`src/rtl/datapath_mc.sv`:
```
`default_nettype none
// +--------------------------------------------------------------------------+
// | datapath_mc : multi-cycle datapath (PC, IR, register file) with stallable |
// | instruction/data memory handshakes.                  Revision: 1.0       |
// +--------------------------------------------------------------------------+
module datapath_mc #(
  parameter int WIDTH    = 16,
  parameter int NREGS    = 16,
  parameter int PC_STEP  = 2,
  parameter int RESET_PC = 0
) (
  input  logic                 clock,
  input  logic                 reset,
  output logic [WIDTH-1:0]     instr_addr,
  input  logic [15:0]          instr_rdata,
  input  logic                 instr_valid,
  output logic                 instr_ready,
  output logic [15:0]          ir,
  input  logic [WIDTH/8-1:0]   ctl_reg_byte_en,
  input  logic                 ctl_reg_set,
  input  logic                 ctl_pc_select,
  input  logic                 ctl_mem_read,
  input  logic                 ctl_mem_write,
  output logic [WIDTH-1:0]     alu_a,
  output logic [WIDTH-1:0]     alu_b,
  input  logic [WIDTH-1:0]     alu_result,
  output logic [WIDTH-1:0]     mem_addr,
  output logic [WIDTH-1:0]     mem_wdata,
  output logic                 mem_read_req,
  output logic                 mem_write_req,
  input  logic                 mem_ready,
  input  logic [WIDTH-1:0]     mem_rdata,
  output logic [WIDTH-1:0]     pc,
  output logic                 retire
);

  localparam int NBYTES = WIDTH / 8;

  localparam logic [1:0] S_FETCH = 2'd0;
  localparam logic [1:0] S_EXEC  = 2'd1;
  localparam logic [1:0] S_MEM   = 2'd2;

  logic [1:0]       r_state;
  logic [1:0]       w_next_state;
  logic [WIDTH-1:0] r_pc;
  logic [15:0]      r_ir;
  logic             r_retire;
  logic [WIDTH-1:0] w_rf [16];
  logic [WIDTH-1:0] w_wdata;
  logic [WIDTH-1:0] w_pc_inc;
  logic [3:0]       w_x;
  logic [3:0]       w_y;
  logic [3:0]       w_z;
  logic             w_is_mem;
  logic             w_rf_we;
  logic             w_complete;

  assign w_x      = r_ir[11:8];
  assign w_y      = r_ir[7:4];
  assign w_z      = r_ir[3:0];
  assign w_is_mem = ctl_mem_read | ctl_mem_write;
  assign w_pc_inc = r_pc + WIDTH'(PC_STEP);

  // Loads take priority, then the immediate {x,y}, then the ALU.
  assign w_wdata = (r_state == S_MEM) ? mem_rdata :
                   ctl_reg_set        ? {{(WIDTH-8){1'b0}}, r_ir[11:4]} :
                                        alu_result;

  // Unimplemented register slots read as zero and have no storage.
  for (genvar i = 0; i < 16; i++) begin : g_rf
    if (i < NREGS) begin : g_real
      logic [WIDTH-1:0] r_q;
      always_ff @(posedge clock or negedge reset) begin
        if (!reset) begin
          r_q <= '0;
        end else if (w_rf_we && (w_z == 4'(i))) begin
          for (int k = 0; k < NBYTES; k++) begin
            if (ctl_reg_byte_en[k]) r_q[8*k +: 8] <= w_wdata[8*k +: 8];
          end
        end
      end
      assign w_rf[i] = r_q;
    end else begin : g_zero
      assign w_rf[i] = '0;
    end
  end

  always_ff @(posedge clock or negedge reset) begin
    if (!reset) r_state <= S_FETCH;
    else        r_state <= w_next_state;
  end

  always_comb begin
    w_next_state = r_state;
    case (r_state)
      S_FETCH: if (instr_valid) w_next_state = S_EXEC;
      S_EXEC:  w_next_state = w_is_mem ? S_MEM : S_FETCH;
      S_MEM:   if (mem_ready) w_next_state = S_FETCH;
      default: w_next_state = S_FETCH;
    endcase
  end

  always_comb begin
    instr_ready   = 1'b0;
    mem_read_req  = 1'b0;
    mem_write_req = 1'b0;
    w_rf_we       = 1'b0;
    w_complete    = 1'b0;
    case (r_state)
      S_FETCH: instr_ready = reset;
      S_EXEC: begin
        w_rf_we    = ~w_is_mem;
        w_complete = ~w_is_mem;
      end
      S_MEM: begin
        mem_read_req  = reset & ctl_mem_read;
        mem_write_req = reset & ctl_mem_write & ~ctl_mem_read;
        w_rf_we       = mem_ready & ctl_mem_read;
        w_complete    = mem_ready;
      end
      default: ;
    endcase
  end

  always_ff @(posedge clock or negedge reset) begin
    if (!reset) begin
      r_pc     <= WIDTH'(RESET_PC);
      r_ir     <= '0;
      r_retire <= 1'b0;
    end else begin
      r_retire <= w_complete;
      if ((r_state == S_FETCH) && instr_valid) r_ir <= instr_rdata;
      if (w_complete) begin
        r_pc <= ((r_state == S_EXEC) && ctl_pc_select) ? w_rf[w_x] : w_pc_inc;
      end
    end
  end

  assign instr_addr = r_pc;
  assign pc         = r_pc;
  assign ir         = r_ir;
  assign retire     = r_retire;
  assign alu_a      = w_rf[w_x];
  assign alu_b      = w_rf[w_y];
  assign mem_addr   = w_rf[w_x];
  assign mem_wdata  = w_rf[w_y];

endmodule
`default_nettype wire

```
`config.mk`:
```
export PLATFORM = sky130hd
export DESIGN_NAME = datapath_mc
export DESIGN_NICKNAME = d
export VERILOG_FILES = /design/src/rtl/datapath_mc.sv
export SDC_FILE = /design/constraint.sdc
export NUM_CORES = 1
export LEC_CHECK = 0
export CORE_UTILIZATION = 35
export CTS_CLUSTER_SIZE = 14
export DETAILED_ROUTE_END_ITERATION = 6
export PLACE_DENSITY = 0.54
export SLEW_MARGIN = 20
export SYNTH_ARGS = -nofsm -noshare
export SYNTH_HDL_FRONTEND = slang
export SYNTH_SLANG_ARGS = --single-unit
```
`constraint.sdc`:
```
create_clock -name clock -period 2.51 [get_ports clock]
set_input_delay 0.6275 -clock clock [delete_from_list [all_inputs] [get_ports clock]]
set_output_delay 0.6275 -clock clock [all_outputs]
set_load 0.05 [all_outputs]
```
After elaboration in Yosys (flattened, before gate mapping):

Index checks and enable logic that the tools add are counted.

* add/subtract/negate cells: 1
* multipliers: 0
* divide/modulo/power cells: 0
* $lt $le $gt $ge: 2
* equal/unequal tests: 19
* shift-type cells: 0
* mux-type cells: 18
* bitwise gates (word level): 9
* reduce and logical (&&, ||, !) cells: 53

Operators by type and width (number)
* $bmux W16 S4: 2
* $mux W16: 7
* $reduce_and A2 Y1: 33
* $eq A4 B4 Y1 const B: 8
* $logic_and A1 B1 Y1: 18
* $add A16 B2 Y16 const B: 1
* $eq A4 B3 Y1 const B: 4
* $ge A5 B5 Y1 const B: 2
* $not A4 Y5: 2
* $eq A4 B2 Y1 const B: 2
* $mux W2: 3
* $pmux W2 S3: 1
* $and A1 B1 Y1: 4
* $eq A4 B1 Y1 const B: 1
* $logic_not A4 Y1: 1
* $ne A2 B2 Y1 const B: 2
* $pmux W1 S2: 2
* $mux W1: 3
* $eq A2 B1 Y1 const B: 1
* $eq A2 B2 Y1 const B: 1
* $logic_not A2 Y1: 1
* $not A1 Y1: 2
* $or A1 B1 Y1: 1

* bits in registers: 291
* bits in latches: 0
* RAM bits: 0
* ROM bits: 0
* bits of input ports: 58
* logic and storage cells: 138
* memories kept: 0

Logic depth before layout (Yosys ltp):

Gate-level depths: netlist of run 1.

* word-level depth: 5
* gate-level depth with buffers: 9
* mapped depth without buffers: 7

Worst setup path after synthesis of run 1:

OpenSTA, ideal clock, no wires.

* path type: reg-to-output
* start point: register r_ir[10] (netlist: ir[10])
* end point: output port mem_addr[0]
* arrival time: 2786 ps
* data required time: 1882 ps
* slack: -904 ps
* cell stages (with the launch flop): 7
* cells stage by stage: dfrtp_1 buf_2 buf_1 mux4_2 o22ai_1 a21oi_1 buf_4

* longest elaborated chain between the ends: 4

Ends and longest elaborated chain
* start: declaration: line 46 `logic [15:0] r_ir;`
* start signal: assignment: line 132 `if ((r_state == S_FETCH) && instr_valid) r_ir <= instr_rdata;`
* $not A4 Y5
* $bmux W16 S4
* $mux W16 (2 in a row)
* end: declaration: line 27 `output logic [WIDTH-1:0] mem_addr,`

No other way between the ends. The select of a mux whose other input is x is not followed.

Worst setup path after layout of run 1:

* start point: register r_ir[4] (netlist: ir[4])
* end point: output port alu_b[9]

* longest elaborated chain between the ends: 4

Ends and longest elaborated chain
* $not A4 Y5 (implied by the code): line 144 `assign alu_b = w_rf[w_y];`
* $bmux W16 S4: line 144
* $mux W16 (implied by the code) (2 in a row): line 144
* end: declaration: line 25 `output logic [WIDTH-1:0] alu_b,`

No other way between the ends. The select of a mux whose other input is x is not followed.

==> impl_results.md, run 1 <==
* Final core occ at 48.2%
* Failing checks: setup timing
* CTS buffer count at 37
* Cell count after synthesis at 1196
* Critical Path Source Type: register
* Routability Congestion at 0.832
* Area after DPL at 0.0190 mm²
* Fin area at 0.0213 mm²
* RSZ-0062 raised after global routing: true
* WL/cell at 24.2 µm
* Setup ws final at -741 ps
* I/O Pins at 174
* Starting Density at 35.5%
* Max Clk Rate at 0.308 GHz
* Drt pass-1 iters at 5
* Clock Pin Slew Worst Setup and Hold Paths at 50 ps
* Initial antenna violation count at 1
* Max-cap viol count at 0
* Layout net count at 1514
* CTS H-tree lvls at 2
* Final WL at 50000 µm
* Syn_nets at 1259
* Critical path peak fanout at 8
* Pwr dens at 1210 mW/mm²
* Routed Antenna Nets at 0
* Final setup viols at 64
* Die Span Y at 213 µm
* Fillers at 3898
* Min Hold Slack at 497 ps
* Cell mode on critical path: mux4_2
* Row cnt at 77
* First-pass GRT wire length at 74700 µm
* Clk_lat worst skew at 550 ps
* Tightest Pin Transition at 1050 ps
* Setup TNS at -41390 ps
* Crit share post-route at 130%
* EDFF count, synth at 0
* Count of pins over their slew limit at 0
* Clock skew at 20.1 ps
* Critical Path End Type: primary output
* Area Growth Syn to Fin at 35.8%
* CP Class: register to primary output
* Clk sink count at 291
* Clock Tree Root: clkbuf_16
* Die ar. at 0.0456 mm²
* Layout cell share with drive strength beyond 1 at 45.1%
* Cell variety after synth at 45
* WP data arrival at 2620 ps
* Final hold vios at 0
* Vias in the first global route at 11488
* Outcome: complete, but fails checks
* Die W at 213 µm
* Leakage power at 9.54 nW
* Congestion Overflow GR at 0
* Synth Area per Inst at 13.1 µm²
* Mapped cell area at 0.0157 mm²
* Core region area at 0.0441 mm²
* DP HPWL at 33900 µm
* CTS tree: yes
* Slowest CP cell: mux4_2
* Worst Path Required at 1880 ps
* DRT iter0 DRCs at 780
* Pin count of the biggest net entering global routing at 129
* Synth warnings at 0
* Input/output buffers at 173
* Seq/Total Area, Yosys at 46.5%
* DR vias/cell at 5.50
* Post-synth ARST share at 100%
* Vias post-DR at 11384
* CTS Buffer Depth at 3
* Relative slew margins at 29.9%
* GRT Overall Usage at 22.3%
* Time the worst path needs with I/O delays and setup at 3250 ps
* Max VDD drop at 1120 µV
* Synth Flop Type: dfrtp_1
* CP Cell Sequence: buf_4 -> clkbuf_16 -> mux4_2 -> mux4_2 -> buf_6
* Synth Register Bits at 291
* Post-route DRC at 0
* HP Class: register to register
* CP peak stage delay at 540 ps
timing repair:
action | 4_1_cts | 5_1_grt
hold buffers | 1 | 0
cloned | 5 | 4
hold endpoints to repair | 10 | 0
setup buffers | 21 | 13
pin swaps | 17 | 13
gates resized for setup | 107 | 42
endpoints found under the setup margin | 78 | 76
area by class of cell:
type / count / area [µm²] / area share [%]
Multi-Input combinational cell: 763 / 7830 / 36.8
Sequential cell: 291 / 7290 / 34.3
Timing Repair Buffer: 351 / 4040 / 19.0
Clock buffer: 47 / 1090 / 5.11
Tap cell: 592 / 741 / 3.49
Clock inverter: 19 / 235 / 1.11
Inverter: 7 / 28.8 / 0.135
Antenna cell: 1 / 2.50 / 0.0118
layer usage:
metal / track usage (%) / routed length [µm]
met1: 31.8 / 22300
met2: 35.1 / 23500
met3: 4.23 / 3240
met4: 5.74 / 991
met5: 0 / 0
cells by family after synthesis:
logic type / synth area share (%)
adders and majority gates: 0.400
xor gates and xnor gates: 0.392
AOI/OAI and AO/OA: 8.34
buffers and inverters: 4.92
and+or+nand+nor: 6.22
muxes: 33.2
DFF: 46.5
stage by stage:
| stage | setup WS [ps] | total power [mW] | cells |
|---|---|---|---|
| floorplan | -378 | 14.8 | 1196 |
| global placement | -179 | 18.6 | 1965 |
| detailed placement | -192 | 18.7 | 1965 |
| CTS | -754 | 25.5 | 2058 |
| global route | -790 | 26.9 | 2071 |
| finish | -741 | 25.8 | 2071 |
critical path: cells and delay by family (launching register included):
family / cells / cell delay [ps]
buf+inv: 3 / 560
flops: 1 / 480
mux: 2 / 1040
state kept, by name, summed over array words and instances, names as in the netlist:
signal and count:
retire 1, r_state 2, instr_addr 16, g_rf.g_real.r_q 256, ir 16
layout by cell type, fill, tap and decap left out, types with 10 or more instances in the layout:
cell type,Yosys,layout
dfrtp_1,291,286
nand2_1,169,160
mux2_2,153,152
mux4_2,144,146
o21ai_0,140,140
buf_4,50,118
clkdlybuf4s50_1,0,77
buf_6,2,55
buf_12,1,53
clkbuf_16,0,43
o2111ai_1,20,20
buf_8,0,20
a22oi_2,0,18
dlygate4sd2_1,0,11
mux2i_1,15,10
synthesized netlist by cell type, types with 9 or more instances:
master     number  area, µm²
o2111ai_1      20        175
a22oi_1        25        188
mux4_2        144       3240
mux2_2        153       1720
mux2i_1        15        150
buf_4          50        375
and3_1          9       56.3
buf_2          15       75.1
clkbuf_1       61        229
dfrtp_1       291       7280
nand2_1       169        634
o21ai_0       140        701
report_power, final:
part / switching (mW) / total [mW] / internal (mW)
sequential: 1.11 / 6.99 / 5.88
clock: 2.15 / 5.72 / 3.57
combinational: 6.90 / 13.0 / 6.14
total: 10.2 / 25.8 / 15.6
worst paths after layout:
path                                    startpoint                 endpoint  slack (ps)  cells after the start
max                                          ir[4]                 alu_b[9]        -740                      5
min                        g_rf[15].g_real.r_q[13]  g_rf[15].g_real.r_q[13]         500                      2
max reg2reg                                  ir[8]            instr_addr[6]          40                      6
min reg2reg                g_rf[15].g_real.r_q[13]  g_rf[15].g_real.r_q[13]         500                      2
max in group asynchronous                    reset  g_rf[14].g_real.r_q[11]        1040                      3
min in group asynchronous                    reset    g_rf[1].g_real.r_q[5]         510                      2
Power figures use the tool's default switching activity.
==> inputs of run 2 (changes only) <==
--- a/config.mk
+++ b/config.mk
@@ -5,6 +5,8 @@
 export SDC_FILE = /design/constraint.sdc
 export NUM_CORES = 1
 export LEC_CHECK = 0
+export CORE_ASPECT_RATIO = 0.5
+export CORE_MARGIN = 1
 export CORE_UTILIZATION = 35
 export CTS_CLUSTER_SIZE = 14
 export DETAILED_ROUTE_END_ITERATION = 6
==> run 2 against run 1 <==
Net effect:
- the flow finishes with violations (DRC, setup timing)
- final cell count decreased by 1.2%
- clock skew fell by 5.5 ps
- combinational power barely moved
==> impl_results.md, run 2 (synthesized netlist as in run 1, its figures left out) <==
* Die W at 301 µm
* Pin count of the biggest net entering global routing at 170
* Critical Path End Type: primary output
* Vias in the first global route at 11612
* CTS tree: yes
* Clock Pin Slew Worst Setup and Hold Paths at 70 ps
* Worst R2R Path Depth at 6
* Clk sink count at 291
* Routed Antenna Nets at 0
* Fillers at 3783
* Final core occ at 47.9%
* HP Class: input port to asynchronous set/reset pin
* Post-route DRC at 2
* Max-cap viol count at 0
* Area Growth Syn to Fin at 34.2%
* DRT iter0 DRCs at 676
* Clock Tree Root: clkbuf_16
* FF/Latch Area at 0.00729 mm²
* WP data arrival at 2600 ps
* Clock skew at 14.6 ps
* WL/cell at 23.4 µm
* Inserted Diodes at 0
* Min Hold Slack at 492 ps
* CTS buffer count at 28
* Final WL at 47800 µm
* Row cnt at 54
* Setup ws final at -720 ps
* Worst Path Required at 1880 ps
* Clk_lat worst skew at 570 ps
* Die ar. at 0.0456 mm²
* Critical Path Source Type: register
* Multi-input combinational cell area at 0.00785 mm²
* Commonest non-fill, non-tap cell in the layout: dfrtp_1
* CTS H-tree lvls at 1
* Relative slew margins at 35.8%
* Layout cell share with drive strength beyond 1 at 44.2%
* Vias post-DR at 11242
* Max Clk Rate at 0.310 GHz
* Die Span Y at 152 µm
* Count of pins over their slew limit at 0
* Place WS at -188 ps
* Routability Congestion at 0.841
* Most frequent cells in the layout: dfrtp_1, nand2_1, mux2_2
* I/O Pins at 174
* CTS Buffer Depth at 3
* Critical path peak fanout at 7
* Failing checks: DRC, setup timing
* Crit share post-route at 129%
* DR vias/cell at 5.49
* Final setup viols at 64
* DP HPWL at 32700 µm
* CP Class: register to primary output
* Pwr dens at 1160 mW/mm²
* Input/output buffers at 173
* Top reg by flops: g_rf.g_real.r_q
* Leakage power at 9.52 nW
* Largest register FFs at 256
* Initial antenna violation count at 0
* GRT Overall Usage at 21.2%
* Tightest Pin Transition at 963 ps
* Starting Density at 35.7%
* Congestion Overflow GR at 0
* Time the worst path needs with I/O delays and setup at 3230 ps
* Final hold vios at 0
* Max VDD drop at 578 µV
* Core region area at 0.0438 mm²
* First-pass GRT wire length at 72600 µm
* Outcome: complete, but fails checks
* Drt pass-1 iters at 6
* Layout net count at 1500
* RSZ-0062 raised after global routing: true
## run 2: cell count changes in the layout (fill, tap and decap cells not counted), moves of 3 or more
cell / delta
buf_6: -6
dlymetal6s2s_1: +5
buf_12: +7
clkbuf_1: +3
mux2i_2: -3
buf_16: +3
buf_4: -13
clkdlybuf4s50_1: -5
buf_8: +5
clkbuf_16: -12
## run 2: report_power, final
part / switching, mW / internal (mW)
clock: 1.89 / 2.59
combinational: 6.85 / 6.18
sequential: 1.07 / 5.87
total: 9.81 / 14.6
## run 2: worst paths after layout
kind	startpoint	slack, ps	endpoint
min	reset	490	retire
max	ir[4]	-720	alu_b[8]
max in group asynchronous	reset	760	ir[8]
min reg2reg	g_rf[7].g_real.r_q[10]	500	g_rf[7].g_real.r_q[10]
max reg2reg	ir[8]	60	instr_addr[6]
min in group clock	g_rf[7].g_real.r_q[10]	500	g_rf[7].g_real.r_q[10]
## run 2: cell type report
type,count,share of cell area (%)
Multi-Input combinational cell,763,37.4
Clock buffer,38,3.90
Clock inverter,13,0.679
Sequential cell,291,34.7
Inverter,7,0.125
Tap cell,588,3.50
Timing Repair Buffer,346,19.7
## run 2: timing repair
action	4_1_cts	5_1_grt
gates cloned	5	2
endpoints found under the hold margin	13	0
setup endpoints to repair	79	81
gates resized for setup	140	22
pin swaps	14	7
hold buffers	1	0
setup buffers	24	11
## run 2: through the flow
step                std cells  area (µm²)  total power [mW]  TNS (ps)
floorplan                1196       16000              14.8    -12420
global placement         1955       19000              18.3    -14730
detailed placement       1955       19000              18.5    -18220
CTS                      2035       20900              24.5    -44280
global route             2046       21000              25.6    -45250
finish                   2046       21000              24.4    -41540
## run 2: metal layers
| layer | global-route usage, % | wire, µm | vias up | part of all wire, % |
|---|---|---|---|---|
| met5 | 0 | 0 | - | 0 |
| met4 | 5.28 | 1310 | 0 | 2.7 |
| met3 | 3.48 | 2650 | 62 | 5.5 |
| met2 | 35.7 | 23400 | 322 | 49 |
| met1 | 28.8 | 20500 | 5883 | 43 |
| li1 | - | - | 4975 | - |
## run 2: worst max-delay path: stages, from the launching register on
cell and delay (ps):
dfrtp_4 440, buf_12 170, buf_16 150, mux4_2 500, mux4_2 570, buf_6 190
==> inputs of run 3 (changes only) <==
--- a/config.mk
+++ b/config.mk
@@ -5,7 +5,7 @@
 export SDC_FILE = /design/constraint.sdc
 export NUM_CORES = 1
 export LEC_CHECK = 0
-export CORE_ASPECT_RATIO = 0.5
+export CORE_ASPECT_RATIO = 0.8
 export CORE_MARGIN = 1
 export CORE_UTILIZATION = 35
 export CTS_CLUSTER_SIZE = 14
==> run 3 against run 2 <==
Net effect:
- the run ends with setup timing left
- first-iteration DRC count increased by 25%
- critical path depth did not move
- flip-flop and latch count did not move
- clock power up 15%
- routed wire length up 4.9%
- final area fell by 0.28%
- setup slack better by 27 ps
- sequential power increased by 1%
- register-to-register slack barely moved
- worst hold slack worse by 300 ps
==> impl_results.md, run 3 (synthesized netlist as in run 1, its figures left out) <==
* WL/cell at 24.3 µm
* Final core occ at 48.0%
* Core region area at 0.0436 mm²
* Setup ws final at -693 ps
* Max VDD drop at 625 µV
* Clock Tree Root: clkbuf_16
* Die Span Y at 191 µm
* Switching share of power at 40.0%
* Input/output buffers at 173
* Tightest Pin Transition at 785 ps
* Power Total at 24.8 mW
* Area after DPL at 0.0190 mm²
* Outcome: complete, but fails checks
* Die W at 238 µm
* Time the worst path needs with I/O delays and setup at 3200 ps
* CTS H-tree lvls at 2
* I/O Pins at 174
* Final WL at 50200 µm
* Vias post-DR at 11364
* Logic pwr share at 50.9%
* WP buf/inv at 3
* Clk_lat worst skew at 530 ps
* Worst R2R Path Depth at 6
* DRT iter0 DRCs at 844
* Top reg by flops: g_rf.g_real.r_q
* CP delay by family, top: multiplexers
* Area Growth Syn to Fin at 33.9%
* Max Clk Rate at 0.312 GHz
* Met1 Use GR at 31.9%
* Placed insts at 1977
* CP Depth at 5
* Congestion Overflow GR at 0
* CTS Buffer Depth at 3
* Layout cell share with drive strength beyond 1 at 44.3%
* Clock skew at 11.5 ps
* First-pass GRT wire length at 74800 µm
* Post-route DRC at 0
* Cell mode on critical path: mux4_2
* Max-cap viol count at 0
* CTS buffer count at 35
* Min Hold Slack at 189 ps
* Clock Pin Slew Worst Setup and Hold Paths at 60 ps
* Pwr dens at 1180 mW/mm²
* CP peak stage delay at 560 ps
* Die ar. at 0.0456 mm²
* Critical Path End Type: primary output
* DR vias/cell at 5.50
* DP HPWL at 34800 µm
* Critical path peak fanout at 6
* Leakage power at 9.39 nW
* Layout net count at 1510
* Global routing met2 resource utilization at 33.9%
* Cts hold-fix bufs at 0
* Crit share post-route at 128%
* RSZ-0062 raised after global routing: true
* GRT Overall Usage at 22.3%
* CP Cell Sequence: buf_4 -> clkbuf_16 -> mux4_2 -> mux4_2 -> buf_6
* Routed Antenna Nets at 0
* Most frequent cells in the layout: dfrtp_1, nand2_1, mux2_2
* Failing checks: setup timing
* Slowest CP cell: mux4_2
* Place WS at -250 ps
* Portion of total power attributed to sequential cells at 28.3%
* Drt pass-1 iters at 4
* Setup TNS at -39880 ps
* Vias in the first global route at 11516
* CP Class: register to primary output
* Power share of the clock group at 20.8%
* Switching Power at 9.94 mW
* Global routing usage on met3 at 5.78%
* Initial antenna violation count at 1
* Largest register FFs at 256
* Clk sink count at 291
* Commonest non-fill, non-tap cell in the layout: dfrtp_1
* Fin area at 0.0209 mm²
* Final non-filler cell total at 2067
* WP data arrival at 2580 ps
* Internal power at 14.9 mW
* FF/Latch Area at 0.00729 mm²
* Starting Density at 35.9%
* Worst Path Required at 1880 ps
* CTS tree: yes
* Final hold vios at 0
* Row cnt at 68
* Pin count of the biggest net entering global routing at 106
* HP Class: input port to asynchronous set/reset pin
* Global route hottest layer: met2
* Fillers at 3832
* Critical Path Source Type: register
* Multi-input combinational cell area at 0.00784 mm²
* Relative slew margins at 47.5%
* Final setup viols at 64
* Routability Congestion at 0.865
* Count of pins over their slew limit at 0
run 3: cell count changes in the layout (fill, tap and decap cells not counted), moves of 3 or more:
cell,previous run,this run
buf_4,105,133
buf_8,25,12
buf_12,60,49
clkbuf_16,31,40
clkdlybuf4s50_1,72,80
dlymetal6s2s_1,14,8
clkbuf_1,3,8
buf_16,6,3
buf_6,49,52
clkinv_2,9,6
dlygate4sd2_1,12,9
run 3: power groups by stage:
stage / registers, mW / logic [mW] / clock network [mW]
6_report: 7.02 / 12.6 / 5.15
5_1_grt: 7.20 / 13.3 / 5.47
4_1_cts: 6.99 / 12.4 / 5.28
3_5_place_dp: 7.11 / 11.6 / 0
3_3_place_gp: 7.08 / 11.5 / 0
2_1_floorplan: 7.21 / 7.56 / 0
run 3: final timing paths:
| kind | startpoint | endpoint | slack, ps |
|---|---|---|---|
| max | ir[4] | alu_b[13] | -690 |
| min | reset | ir[1] | 190 |
| max reg2reg | ir[8] | instr_addr[7] | 50 |
| min reg2reg | g_rf[12].g_real.r_q[11] | g_rf[12].g_real.r_q[11] | 500 |
| max in group asynchronous | reset | ir[5] | 1730 |
| min in group clock | g_rf[12].g_real.r_q[11] | g_rf[12].g_real.r_q[11] | 500 |
run 3: metal layers:
metal / vias up / share of wire, %
met4: 0 / 2.0
li1: 5026 / -
met3: 60 / 7.5
met2: 396 / 45
met1: 5882 / 46
met5: - / 0
run 3: cell type report:
| type | instances | area share, % |
|---|---|---|
| well taps | 595 | 3.55 |
| repair buffers | 349 | 18.5 |
| multi-input cells | 763 | 37.4 |
| clock buffers | 50 | 4.89 |
| inverters | 7 | 0.137 |
| clock inverters | 11 | 0.651 |
| flip-flops and latches | 291 | 34.8 |
| diodes | 1 | 0.0119 |
run 3: what timing repair did:
action / in CTS / in global routing
pin swaps: 14 / 4
cloned: 0 / 3
buffers inserted: 16 / 10
resized for setup: 103 / 20
endpoints found under the hold margin: 0 / 0
endpoints found under the setup margin: 75 / 73
